--- src/rtl/simeck_dec_ctrl.sv ---
// simeck_dec_ctrl
// Sequencer for one Simeck decrypter datapath. Walks a job through
// IDLE -> INIT -> LOAD -> ROUND -> SAVE -> VALID and drives the datapath
// strobes. It holds no data of its own.
//
// Ports
//   clk        system clock, all logic on posedge
//   reset      synchronous, active-high
//   start      host job request; accepted on an edge where start & start_rdy
//   start_rdy  high only while idle and not in reset
//   abort      synchronous abort of the running job (ignored while idle)
//   word_idx   key/cipher word the host must drive during a LOAD cycle
//   dp_reset   datapath reset strobe (INIT)
//   lfsrset    round-constant LFSR preset (INIT)
//   dctr/kctr  0 = load, 1 = round, for data and key paths
//   save       one-cycle plaintext capture pulse
//   out_valid  plaintext valid, held until out_rdy
//   out_rdy    host consumes plaintext
//   busy       state is not IDLE
module simeck_dec_ctrl #(
    parameter int ROUNDS  = 32,
    parameter int LOADCYC = 4,
    parameter int IDXW    = 2
) (
    input  logic            clk,
    input  logic            reset,
    input  logic            start,
    output logic            start_rdy,
    input  logic            abort,
    output logic [IDXW-1:0] word_idx,
    output logic            dp_reset,
    output logic            lfsrset,
    output logic            dctr,
    output logic            kctr,
    output logic            save,
    output logic            out_valid,
    input  logic            out_rdy,
    output logic            busy
);

    // One spare bit so the round counter can never wrap inside a job.
    localparam int RCW = $clog2(ROUNDS) + 1;
    localparam logic [IDXW-1:0] IDX_LAST = IDXW'(LOADCYC - 1);
    localparam logic [RCW-1:0]  RND_LAST = RCW'(ROUNDS - 1);

    typedef enum logic [2:0] {
        S_IDLE, S_INIT, S_LOAD, S_ROUND, S_SAVE, S_VALID
    } state_t;

    state_t          state_q, state_d;
    logic [IDXW-1:0] idx_q, idx_d;
    logic [RCW-1:0]  rnd_q, rnd_d;

    logic [IDXW-1:0] word_idx_q, word_idx_d;
    logic            dp_reset_q, dp_reset_d;
    logic            lfsrset_q, lfsrset_d;
    logic            dctr_q, dctr_d;
    logic            kctr_q, kctr_d;
    logic            save_q, save_d;
    logic            out_valid_q, out_valid_d;

    // Next state and counters
    always_comb begin
        state_d = state_q;
        idx_d   = idx_q;
        rnd_d   = rnd_q;
        case (state_q)
            S_IDLE: begin
                if (start) begin
                    state_d = S_INIT;
                    idx_d   = '0;
                    rnd_d   = '0;
                end
            end
            S_INIT:  state_d = S_LOAD;
            S_LOAD: begin
                if (idx_q == IDX_LAST) begin
                    state_d = S_ROUND;
                    idx_d   = '0;
                end else begin
                    idx_d = idx_q + 1'b1;
                end
            end
            S_ROUND: begin
                if (rnd_q == RND_LAST) begin
                    state_d = S_SAVE;
                    rnd_d   = '0;
                end else begin
                    rnd_d = rnd_q + 1'b1;
                end
            end
            S_SAVE:  state_d = S_VALID;
            S_VALID: if (out_rdy) state_d = S_IDLE;
            default: state_d = S_IDLE;
        endcase
        // Abort only matters once a job is running; start wins in IDLE.
        if (abort && state_q != S_IDLE) begin
            state_d = S_IDLE;
            idx_d   = '0;
            rnd_d   = '0;
        end
    end

    // Strobes are decoded from the next state and registered, so they line
    // up with the state they describe and never glitch (save is a clock
    // downstream).
    always_comb begin
        word_idx_d  = (state_d == S_LOAD) ? idx_d : '0;
        dp_reset_d  = (state_d == S_INIT);
        lfsrset_d   = (state_d == S_INIT);
        dctr_d      = (state_d == S_ROUND);
        kctr_d      = (state_d == S_ROUND);
        save_d      = (state_d == S_SAVE);
        out_valid_d = (state_d == S_VALID);
    end

    always_ff @(posedge clk) begin
        if (reset) begin
            state_q     <= S_IDLE;
            idx_q       <= '0;
            rnd_q       <= '0;
            word_idx_q  <= '0;
            dp_reset_q  <= 1'b0;
            lfsrset_q   <= 1'b0;
            dctr_q      <= 1'b0;
            kctr_q      <= 1'b0;
            save_q      <= 1'b0;
            out_valid_q <= 1'b0;
        end else begin
            state_q     <= state_d;
            idx_q       <= idx_d;
            rnd_q       <= rnd_d;
            word_idx_q  <= word_idx_d;
            dp_reset_q  <= dp_reset_d;
            lfsrset_q   <= lfsrset_d;
            dctr_q      <= dctr_d;
            kctr_q      <= kctr_d;
            save_q      <= save_d;
            out_valid_q <= out_valid_d;
        end
    end

    assign word_idx  = word_idx_q;
    assign dp_reset  = dp_reset_q;
    assign lfsrset   = lfsrset_q;
    assign dctr      = dctr_q;
    assign kctr      = kctr_q;
    assign save      = save_q;
    assign out_valid = out_valid_q;

    // Gated by reset so the host never sees a ready it cannot use.
    assign start_rdy = (state_q == S_IDLE) && !reset;
    assign busy      = (state_q != S_IDLE);

endmodule

--- config.mk ---
export PLATFORM = sky130hd
export DESIGN_NAME = simeck_dec_ctrl
export DESIGN_NICKNAME = d
export VERILOG_FILES = /design/src/rtl/simeck_dec_ctrl.sv
export SDC_FILE = /design/constraint.sdc
export NUM_CORES = 1
export LEC_CHECK = 0
export BUFFER_PORTS_ARGS = -buffer_cell sky130_fd_sc_hd__buf_2
export CORE_MARGIN = 2
export CORE_UTILIZATION = 45
export DETAILED_ROUTE_END_ITERATION = 12
export PLACE_DENSITY = 0.7
export SLEW_MARGIN = 0
export SYNTH_ARGS = -nofsm -noshare
export SYNTH_HDL_FRONTEND = slang
export SYNTH_SLANG_ARGS = --single-unit
export TNS_END_PERCENT = 100
--- constraint.sdc ---
create_clock -name clk -period 2.2 [get_ports clk]
set_clock_uncertainty 0.05 [all_clocks]
set_input_delay 0.22 -clock clk [delete_from_list [all_inputs] [get_ports clk]]
set_output_delay 0.22 -clock clk [all_outputs]
set_load 0.05 [all_outputs]
## Yosys cells after proc, flatten, opt, wreduce, memory -nomap -nowiden

Cells that the tools add are included.

| cells by class | value |
|---|---|
| add/subtract/negate cells | 2 |
| multipliers | 0 |
| divide/modulo/power cells | 0 |
| magnitude comparators | 0 |
| equal/unequal tests | 13 |
| shift operators | 0 |
| muxes and demuxes | 13 |
| bitwise logic cells | 1 |
| reduce and logical (&&, ||, !) cells | 9 |

Operators by type and width:

| cell | number |
|---|---|
| $pmux W3 S6 | 1 |
| $mux W3 | 5 |
| $eq A3 B2 Y1 const B | 4 |
| $eq A3 B3 Y1 const B | 4 |
| $mux W6 | 2 |
| $pmux W6 S2 | 1 |
| $add A6 B1 Y6 const B | 1 |
| $eq A3 B1 Y1 const B | 2 |
| $eq A6 B5 Y1 const B | 1 |
| $mux W2 | 3 |
| $pmux W2 S2 | 1 |
| $reduce_or A2 Y1 | 2 |
| $logic_not A3 Y1 | 1 |
| $reduce_bool A3 Y1 | 1 |
| $add A2 B1 Y2 const B | 1 |
| $eq A2 B2 Y1 const B | 1 |
| $logic_and A1 B1 Y1 | 2 |
| $ne A2 B2 Y1 const B | 1 |
| $reduce_and A2 Y1 | 1 |
| $reduce_bool A2 Y1 | 1 |
| $logic_not A1 Y1 | 1 |
| $not A1 Y1 | 1 |

| word-level totals | value |
|---|---|
| bits in registers | 17 |
| latch bits | 0 |
| memory bits (writable) | 0 |
| memory bits (read-only) | 0 |
| bits of input ports | 5 |
| output and inout bits | 10 |
| logic and storage cells | 46 |
| memories kept | 0 |

## Logic depth before layout (Yosys ltp)

| logic depth | value |
|---|---|
| word-level depth | 7 |
| depth in mapped cells | 5 |
| depth with buffers taken out | 5 |

## Least setup slack after synthesis

Ideal clock, no wire load.

| path | value |
|---|---|
| kind | register to output |
| from | register state_q[1] |
| to | output start_rdy |
| data arrival time | 1541 ps |
| required time | 1930 ps |
| slack | 389 ps |
| stages on the path, launching flop included | 5 |
| buffers on the path | 1 |
| path through | dfxtp_1 -> buf_6 -> nor3_4 -> inv_2 -> nor2_1 |

| on the way | value |
|---|---|
| word-level cells in the longest chain between the ends | 2 |

RTL lines:

| element | RTL line | text |
|---|---|---|
| start: declaration | 50 | `state_t state_q, state_d;` |
| start signal: assignment | 130 | `state_q <= state_d;` |
| $logic_not A3 Y1 | 152 | `assign start_rdy = (state_q == S_IDLE) && !reset;` |
| $logic_and A1 B1 Y1 | 152 |  |
| end: declaration | 28 | `output logic start_rdy,` |

No other way between the ends.

## Worst setup path after layout

| path | value |
|---|---|
| from | register state_q[0] |
| to | register word_idx_q[0] (netlist: word_idx[0]) |

| on the way | value |
|---|---|
| word-level cells in the longest chain between the ends | 6 |
| elaborated cells between the ends (all ways) | 19 |

RTL lines:

| element | RTL line | text |
|---|---|---|
| $eq A3 B3 Y1, or another cell as far along | 67 | `case (state_q)` |
| $pmux W3 S6 / $logic_and A1 B1 Y1 (equally long branches) | 67, 97 |  |
| $mux W3 | 97 | `if (abort && state_q != S_IDLE) begin` |
| $eq A3 B2 Y1 | 108 | `word_idx_d = (state_d == S_LOAD) ? idx_d : '0;` |
| $not A1 Y1 (no line) | -- |  |
| $reduce_or A2 Y1 (no line) | -- |  |
| end signal: assignment | 133 | `word_idx_q <= word_idx_d;` |
| end: declaration | 54 | `logic [IDXW-1:0] word_idx_q, word_idx_d;` |

Several ways; a longest one is shown, not always the timed one.
A chain may end at the register's enable or synchronous reset.

==> metrics.cfg <==
[synthesis]
synth_flop_cell = dfxtp_1
synth_top_area_share_pct = 37.99
syn-num-nets = 107
synth_edf_count = 0
synth_cell_types = 42
async_flop_share_pct = 0
yosys_warnings = 0
synth.top_cells.by_count = dfxtp_1, nor2_1, nand2_1, a21oi_1
synth.most_common_cell = dfxtp_1
synth_seq_cells = 17
avgSynthCellArea_sq_um = 8.959
synth.cell_area_sq_um = 895.9
postSynthCellCount = 100
ys_top_cells_by_area = dfxtp_1, nor2_1, buf_6
ys_seq_area_share_pct = 37.99
synth_area_leader_cell = dfxtp_1

[timing]
rsz0062_at_grt = false
hold_violations = 0
timing.hold.ws_ns = 0.1527
period_share_pct = 78.74
setup_tns_ns = 0
worstMarginPinSlew_ns = 0.5042
slew_viol_final = 0
finalWorstPathRequiredPeriod_ns = 1.732
relSlewSlack_pct = 66.34
fin_ws_ns = 0.4677
finalSetupViolCount = 0
fmax_mhz = 577.3

[hold_path]
worstHoldPathCells = 2
holdPathEnd = state_q[0]
hp-class = in2reg
hp-start = reset

[setup_path]
r2r_end = word_idx[0]
arrival_ns = 1.90
worstSetupEndpointType = flip-flop
r2r_start = state_q[0]
r2r_slack_ns = 0.47
critPathLaunch = state_q[0]
critPathLaunchType = flip-flop
reg2regPathDepth = 4
required_ns = 2.37
path_max_fanout = 12
path_class = reg2reg

[grt]
first_global_vias = 647
grt_max_degree = 16
grt_pass1_wl_um = 2822
overflow = 0
antenna_found_initial = 0
grtUsageTotal_pct = 15.12

[clocking]
cts_tree = yes
root_buffer = clkbuf_4
cts_repair_resize_count = 0
cts_hold_buffers = 0
htreeDepth = 1
post_cts.repair.setup_buffers = 0
clkTransAtPathRegs_ns = 0.10
clock_sinks = 17
clockBufferDepth = 2
insertion_delay_ns = 0.28
cts_buffers = 3

[power_and_ir_drop]
leakagePower_uw = 0.0004088
power.density_mw_per_mm2 = 586.7
peakVddDrop_mv = 0.3340

[cells_and_area]
instances_no_fill = 137
drive_above_1_share_pct = 23.64
fill_cells = 183
diodes = 0
syn_to_final_growth_pct = 7.542
nNetsFinal = 118

[drt]
drt_iter0_markers = 22
antenna_left = 0
drt_wl_total_um = 1621
vias_per_cell = 5.496
drc = 0
wl_per_cell_um = 11.83
drt-pass1-iter-count = 4
vias = 753

[die]
rows = 16
die_w_um = 48.62
die_y_um = 48.62
core_area_sq_mm = 0.001922
initial_core_util_pct = 46.61
pin_count = 15
die-area_sq_mm = 0.002364

[job]
max_cap_viol_count = 0

[placement]
io_buffers = 14
post-dp-hpwl_um = 1204
gp_congestion = 0.8383
place_ws_ns = 0.4956
place_inst = 133

[outcome]
status = complete, no violations

[metrics by stage]
step	cell area [sq um]	total power [uW]	util, %
floorplan	895.9	397.4	-
global placement	937.1	410.8	48.76
detailed placement	937.1	411.0	48.76
CTS	963.4	571.7	50.13
global route	963.4	600.4	50.13
finish	963.4	565.2	50.13
[how the worst max path moves through the flow]
stage	end	slack [ns]	cells past startpoint
5_1_grt	start_rdy	0.35	4
3_3_place_gp	word_idx[1]	0.50	4
3_5_place_dp	word_idx[0]	0.50	4
6_report	word_idx[0]	0.47	4
4_1_cts	start_rdy	0.45	4
2_1_floorplan	start_rdy	0.39	4
[cell usage in the layout (no fill, tap or decap), drive strengths merged]
cell type and n:
dfxtp 17, nor2 16, buf 14, nand2 8, a21oi 5, inv 4, clkbuf 4, nand3 3
a31oi 3, a211oi 3, nor3 3, o21a 2, o21ai 2, a32oi 2, nand4 2, ha 2
a21o 2, and4b 1, nand3b 1, and3b 1, mux2i 1, a21boi 1, o22a 1, a211o 1
o211ai 1, and4bb 1, a221oi 1, a2bb2oi 1, nor4 1, and4 1, a41o 1, nor2b 1
nor3b 1, xor2 1, a22oi 1
[where the power goes]
part | leakage (uW) | switching, uW | internal (uW) | total [uW]
Clock | 0.0000150 | 91.6 | 70.2 | 162
Sequential | 0.000137 | 8.76 | 312 | 321
Combinational | 0.000256 | 56.6 | 26.1 | 82.7
Total | 0.000409 | 157 | 408 | 565
[cell type report]
class | count | area [sq um] | area share [%]
Inverter | 4 | 15.01 | 1.558
Sequential cell | 17 | 340.3 | 35.32
Multi-Input combinational cell | 71 | 478.0 | 49.61
Timing Repair Buffer | 14 | 70.07 | 7.273
Tap cell | 27 | 33.78 | 3.506
Clock buffer | 4 | 26.28 | 2.727
[kinds of logic (layout without fill, tap and decap cells)]
logic type,Yosys count,count (layout),synth area share (%)
DFF,17,17,37.99
muxes,1,1,1.117
adders and majority gates,2,2,2.793
xor gates and xnor gates,1,1,0.9778
AOI/OAI and AO/OA,27,27,24.02
buffers and inverters,12,22,8.658
and+or+nand+nor,40,40,24.44
[registers in the layout, summed over array words and instances, names as in the netlist]
register,flops
save,1
rnd_q,6
lfsrset,1
state_q,3
out_valid,1
idx_q,2
kctr,1
word_idx,2
[critical path, cell delays in order (launching register included)]
cell	delay [ns]
dfxtp_1	0.61
and4bb_2	0.30
a221oi_2	0.21
a2bb2oi_2	0.30
nor3b_2	0.21
[routing by layer]
layer  up-vias  track usage (%)  share of wire (%)
met4         0            5.714               0.86
met3         2            3.086                3.8
li1        383                -                  -
met1       352            20.43                 50
met5         -                0                  0
met2        16            23.74                 45
Note: power is estimated with default switching activity, not from simulation.
